`src/rtl/p2s_8_1_if.sv`:
```
// Byte-stream to serial-lane bundle for the PCIe TX byte-to-serial stage.
// master = byte source / lane observer, slave = the serializer.
interface p2s_8_1_if;
  logic [7:0] data_32_8;
  logic       valid_32_8;
  logic       data_out;
  logic       sym_start;
  logic       active;
  logic       synced;

  modport master (
    output data_32_8, valid_32_8,
    input  data_out, sym_start, active, synced
  );

  modport slave (
    input  data_32_8, valid_32_8,
    output data_out, sym_start, active, synced
  );
endinterface

```
`src/rtl/p2s_8_1.sv`:
```
// Byte-to-serial stage: shifts one symbol MSB-first every 8 clk_32f cycles,
// sending IDLE_SYM during post-reset link sync and whenever no valid byte is offered.
//
// state | meaning
// SYNC  | forcing IDLE_SYM; counting idle loads up to COM_MIN
// READY | link synced; valid bytes sent as data, otherwise IDLE_SYM
module p2s_8_1 #(
  parameter logic [7:0] IDLE_SYM = 8'hBC,
  parameter int         COM_MIN  = 4
) (
  input  logic        clk_32f,
  input  logic        reset,
  p2s_8_1_if.slave    bus
);

  localparam int CW = $clog2(COM_MIN + 1);

  typedef enum logic {SYNC, READY} state_t;

  state_t          state, state_nxt;
  logic [2:0]      bit_cnt;
  logic [7:0]      shreg;
  logic [CW-1:0]   com_cnt, com_cnt_nxt;
  logic            sym_start_q, active_q, synced_q;
  logic            load;
  logic [7:0]      sym_nxt;
  logic            active_nxt, synced_nxt;

  // bit_cnt resets to 7 so the very first edge after reset is a load edge
  assign load = (bit_cnt == 3'd7);

  always_ff @(posedge clk_32f or negedge reset) begin
    if (!reset) begin
      state       <= SYNC;
      bit_cnt     <= 3'd7;
      shreg       <= 8'h00;
      com_cnt     <= '0;
      sym_start_q <= 1'b0;
      active_q    <= 1'b0;
      synced_q    <= 1'b0;
    end else begin
      state       <= state_nxt;
      bit_cnt     <= bit_cnt + 3'd1;
      shreg       <= load ? sym_nxt : {shreg[6:0], 1'b0};
      com_cnt     <= com_cnt_nxt;
      sym_start_q <= load;
      active_q    <= active_nxt;
      synced_q    <= synced_nxt;
    end
  end

  always_comb begin
    state_nxt   = state;
    com_cnt_nxt = com_cnt;
    sym_nxt     = IDLE_SYM;
    active_nxt  = active_q;
    synced_nxt  = synced_q;
    if (load) begin
      case (state)
        SYNC: begin
          active_nxt = 1'b0;
          if (com_cnt != CW'(COM_MIN))
            com_cnt_nxt = com_cnt + CW'(1);
          // the COM_MIN-th idle load itself raises synced
          if (com_cnt == CW'(COM_MIN - 1)) begin
            state_nxt  = READY;
            synced_nxt = 1'b1;
          end
        end
        READY: begin
          if (bus.valid_32_8) begin
            sym_nxt    = bus.data_32_8;
            active_nxt = 1'b1;
          end else begin
            active_nxt = 1'b0;
          end
        end
        default: state_nxt = SYNC;
      endcase
    end
  end

  assign bus.data_out  = shreg[7];
  assign bus.sym_start = sym_start_q;
  assign bus.active    = active_q;
  assign bus.synced    = synced_q;

endmodule

```
`src/flat_wrapper.sv`:
```
// flat-port wrapper written by rule: the top's interface ports become plain ports
module p2s_8_1_flat 
#(
  parameter logic [7:0] IDLE_SYM = 8'hBC,
  parameter int         COM_MIN  = 4
)
  (clk_32f, reset, bus_data_32_8, bus_valid_32_8, bus_data_out, bus_sym_start, bus_active, bus_synced);
  p2s_8_1_if bus_i ();
  input  logic clk_32f;
  input  logic reset;
  input wire logic [$bits(bus_i.data_32_8)-1:0] bus_data_32_8;
  input wire logic [$bits(bus_i.valid_32_8)-1:0] bus_valid_32_8;
  output wire logic [$bits(bus_i.data_out)-1:0] bus_data_out;
  output wire logic [$bits(bus_i.sym_start)-1:0] bus_sym_start;
  output wire logic [$bits(bus_i.active)-1:0] bus_active;
  output wire logic [$bits(bus_i.synced)-1:0] bus_synced;
  assign bus_i.data_32_8 = bus_data_32_8;
  assign bus_i.valid_32_8 = bus_valid_32_8;
  assign bus_data_out = bus_i.data_out;
  assign bus_sym_start = bus_i.sym_start;
  assign bus_active = bus_i.active;
  assign bus_synced = bus_i.synced;
  p2s_8_1 #(.IDLE_SYM(IDLE_SYM), .COM_MIN(COM_MIN)) u_core (.clk_32f(clk_32f), .reset(reset), .bus(bus_i));
endmodule
```
`config.mk`:
```
export PLATFORM = sky130hd
export DESIGN_NAME = p2s_8_1_flat
export DESIGN_NICKNAME = d
export VERILOG_FILES = /design/src/rtl/p2s_8_1_if.sv /design/src/rtl/p2s_8_1.sv /design/src/flat_wrapper.sv
export SDC_FILE = /design/constraint.sdc
export NUM_CORES = 1
export LEC_CHECK = 0
export CORE_MARGIN = 2
export CORE_UTILIZATION = 45
export CTS_CLUSTER_DIAMETER = 100
export DETAILED_ROUTE_END_ITERATION = 12
export GPL_ROUTABILITY_DRIVEN = 0
export PLACE_DENSITY = 0.81
export SLEW_MARGIN = 20
export SYNTH_ARGS = -nofsm -noshare
export SYNTH_HDL_FRONTEND = slang
export SYNTH_SLANG_ARGS = --single-unit
```
`constraint.sdc`:
```
create_clock -name clk_32f -period 2 [get_ports clk_32f]
set_input_delay 0.4 -clock clk_32f [delete_from_list [all_inputs] [get_ports clk_32f]]
set_output_delay 0.4 -clock clk_32f [all_outputs]
set_load 0.02 [all_outputs]
```
# ---- Yosys cells after proc, flatten, opt, wreduce, memory -nomap -nowiden
# Cells that the tools add are included.
dict set report word_totals {
  register_bits 18
  word_cells 22
  output_inout_bits 4
  in_bits 11
}
dict set report op_classes {
  reduce_logical 2
  bitwise_logic 1
  eq_ne 3
  n_mux 7
  addsub 2
}
# op count
set op_table {}
lappend op_table {{2-to-1 mux 8 bit} 3}
lappend op_table {{adder 3 x 1 -> 3 bit, second input constant} 2}
lappend op_table {{AND reduction 3 bit} 2}
lappend op_table {{equality test 3 x 2 -> 1 bit, second input constant} 1}
lappend op_table {{equality test 3 bit, second input constant} 1}
lappend op_table {{2-to-1 mux 1 bit} 3}
lappend op_table {{!= test 3 bit, second input constant} 1}
lappend op_table {{case mux 1 bit (2 select lines)} 1}
lappend op_table {{NOT 1 bit} 1}

# ---- Depth between registers and ports, before layout
dict set report logic_depth {
  ltp_word 3
  depth_mapped 6
  ltp_nobuf 5
}

# ---- Least setup slack after synthesis
# Ideal clock, no wire load.
dict set report synth_timing {
  path_kind {reg-to-reg}
  startpoint {reg u_core.bit_cnt[0]}
  endpoint {reg u_core.com_cnt[1]}
  synth_period_minus_slack_ns 1.514
  setup_slack_ns 0.486
  n_path_buf 0
  t_required_ns 1.875
  path_stages_with_launch 6
  setup_ns 0.125
  t_arrival_ns 1.389
  cell_sequence {dfstp_2 > ha_1 > ha_1 > nand2b_4 > a21oi_4 > mux2_4}
}
dict set report synth_between {
  elab_chain_cells 2
}
# element line
set synth_lines {}
lappend synth_lines {{start, declared} p2s_8_1.sv:21} ;# logic [2:0] bit_cnt;
lappend synth_lines {{start signal, assigned} p2s_8_1.sv:43} ;# bit_cnt <= bit_cnt + 3'd1;
lappend synth_lines {{equality test 3 bit} p2s_8_1.sv:30} ;# assign load = (bit_cnt == 3'd7);
lappend synth_lines {{net u_core.load} p2s_8_1.sv:25} ;# logic load;
lappend synth_lines {{AND reduction 3 bit (no source line)} --}
lappend synth_lines {{end signal, assigned} p2s_8_1.sv:45} ;# com_cnt <= com_cnt_nxt;
lappend synth_lines {{end, declared} p2s_8_1.sv:23} ;# logic [CW-1:0] com_cnt, com_cnt_nxt;
# The timed path passes the listed nets, and every way through them passes these cells.
# A chain may end at the register's enable or synchronous reset.

# ---- Worst setup path in the final report
dict set report layout_timing {
  startpoint {reg u_core.active_q (netlist: u_core.bus.active)}
  endpoint {out bus_active}
}
# element line
set layout_lines {}
lappend layout_lines {{start, declared} p2s_8_1.sv:24} ;# logic sym_start_q, active_q, synced_q;
lappend layout_lines {{start signal, assigned} p2s_8_1.sv:47} ;# active_q <= active_nxt;
lappend layout_lines {{end, declared} flat_wrapper.sv:15} ;# output wire logic [$bits(bus_i.active)-1:0] bus_active;
# No word-level cell between the ends.

==> run metrics <==
commonest non-fill, non-tap cell in the layout dfrtp_1; Met2 Wirelength 574 um; Mapped Cells 66; Crit path max-delay family buffers and inverters; DR vias/cell 4.88; Synth Register Bits 18; Synth Area per Inst 11.4 sq um; worst ir drop on vdd 0.424 mV; Netlist cell types 17; clock buffer count from CTS 3; total grt overflow 0; Internal Power just over 0.5 mW; most frequent cells in the layout dfrtp_1 (15), clkdlybuf4s50_1 (14), nor2_1 (11); worst slew pin tran 503 ps; total nets after synthesis 83; WP buf/inv 1; critical path class flop to output port; metal1 wirelength 550 um; Worst R2R Start u_core.bit_cnt[0]$_DFF_PN1_; Post-Place Setup Slack about 380 ps; IO buf count 14; sequential fraction of the synthesis area 0.603; Met3 Wirelength 85 um; startpoint types flop; Worst Path Required 1600 ps; die height 44.9 um; Util after Layout 0.614; vias in the first global route 502; drt wl/cell 12.4 um; antenna-violating nets left 0; Worst-path clk slew 100 ps; die area just over 0.002 sq mm; switching power 0.133 mW; Antenna Cells 0; status complete, no violations; HPWL Detailed 918 um; CTS tree done; Max-Cap Viols 0; drt total wl approximately 1200 um; initial antenna violation count 0; via count 483; H-tree lvl count 1; site row count 14; Clk pwr share 0.345; Final WS setup 357 ps; Worst Path Arrival 1240 ps; slowest cell delay on critical path 600 ps; largest net degree at the start of global routing 19; Final Hold Viols 0; Starting Density 0.489; post-CTS setup buffer count 0; area grow syn2layout 25.7%; r2r endpoint u_core.com_cnt[1]$_DFFE_PN0P_; final hold slack 427 ps; FF-to-FF path depth 5; Reg power frac 0.584; min Tclk post-route 1640 ps; Post-route DRC 0; Synth warnings 0; hold buffers post-CTS 0; sw frac 0.207; clk buf depth 2; Final setup violation count 0; initial DRC count 7; Clock Sinks 18; fraction of layout cells with a size suffix above 1 0.145; leakage power 0.447 nW; Hold Crit Class input pin to async pin; first-pass iteration count of the detailed router 3; global-route wire length before repair 2140 um; Slowest cell on crit path clkdlybuf4s50_1; Worst path depth 1; combinational share of power 0.072; setup slack, reg-to-reg between 300 and 400 ps; fin. max-slew vios 0; root buffer cell clkbuf_4; Nets 101; relative slew slack 0.665; IO Pins 15; RSZ-0062 raised after global routing false; Top Layer Used met4; Clock Latency Late Sink 290 ps; worst-path fanout max 2; core area approximately 0.0015 sq mm; kind of end point of the critical path output port; CTS resizes 0; GRT Util Overall 0.152; Max Clk Rate between 0.6 and 0.7 GHz; clock skew 4.41 ps; cell chain of the critical path clkdlybuf4s50_1; die width 44.9 um; TNS Setup 0 ps; Mapped Area around 750 sq um; Final Cycle Share 0.822; Power per Cell Area ~680 mW/mm^2
[through the flow]
stage | std cells | power, mW | area (sq um)
final | 99 | 0.642 | 947
after detailed placement | 95 | 0.428 | 911
after global routing | 99 | 0.665 | 947
after global placement | 95 | 0.427 | 911
after CTS | 99 | 0.646 | 947
after floorplan | 66 | 0.393 | 753
[state kept, by name (all words and copies together), names as in the netlist]
signal / count
u_core.shreg: 8
u_core.bit_cnt: 3
u_core.bus.sym_start: 1
u_core.bus.synced: 1
u_core.com_cnt: 3
u_core.bus.active: 1
u_core.state: 1
[Yosys cell counts (all sizes together)]
| cell | instances | share of area |
|---|---|---|
| ha | 6 | 0.10 |
| nand2b | 1 | 0.018 |
| inv | 8 | 0.040 |
| a21oi | 6 | 0.055 |
| dfrtp | 15 | 0.50 |
| nand2 | 4 | 0.020 |
| nand3 | 1 | 0.0066 |
| mux2 | 1 | 0.020 |
| nor2 | 11 | 0.055 |
| o21ai | 3 | 0.020 |
| xnor2 | 1 | 0.012 |
| buf | 2 | 0.013 |
| a21o | 1 | 0.012 |
| o22ai | 2 | 0.017 |
| dfstp | 3 | 0.10 |
| o21bai | 1 | 0.010 |
[metal layers]
layer  vias up  global-route usage
li1        244                   -
met1       225               0.184
met2        12               0.238
met3         2              0.0400
met4         0               0.106
met5         -                   0
[worst max-delay path by stage]
stage,from,slack (ps),end
after global routing,u_core.bit_cnt[0]$_DFF_PN1_,300,u_core.shreg[6]$_DFF_PN0_
after floorplan,u_core.bit_cnt[0]$_DFF_PN1_,490,u_core.com_cnt[1]$_DFFE_PN0P_
after CTS,u_core.bus.active$_DFFE_PN0N_,340,bus_active
final,u_core.bus.active$_DFFE_PN0N_,360,bus_active
after global placement,u_core.bit_cnt[0]$_DFF_PN1_,460,u_core.com_cnt[1]$_DFFE_PN0P_
after detailed placement,u_core.bit_cnt[0]$_DFF_PN1_,380,u_core.com_cnt[1]$_DFFE_PN0P_
[power groups by stage]
stage | Combinational (mW) | Clock [mW] | Sequential [mW]
3_3_place_gp | 0.0462 | 0 | 0.381
3_5_place_dp | 0.0467 | 0 | 0.382
5_1_grt | 0.0510 | 0.238 | 0.375
2_1_floorplan | 0.00977 | 0 | 0.384
4_1_cts | 0.0471 | 0.224 | 0.375
6_report | 0.0459 | 0.221 | 0.375
[layout make-up]
type                            instances  area [sq um]
Sequential cell                        18           454
Inverter                                8          30.0
Tap cell                               16          20.0
Timing Repair Buffer                   15           148
Multi-Input combinational cell         38           259
Clock buffer                            4          36.3
Fill cell                             125           594
[cell families after synthesis]
logic type	synth area share
AOI/OAI and AO/OA	0.113
xor gates and xnor gates	0.0116
adders and majority gates	0.0997
buffers and inverters	0.0532
DFF	0.603
muxes	0.0199
and+or+nand+nor	0.0997
Power figures use the tool's default switching activity.
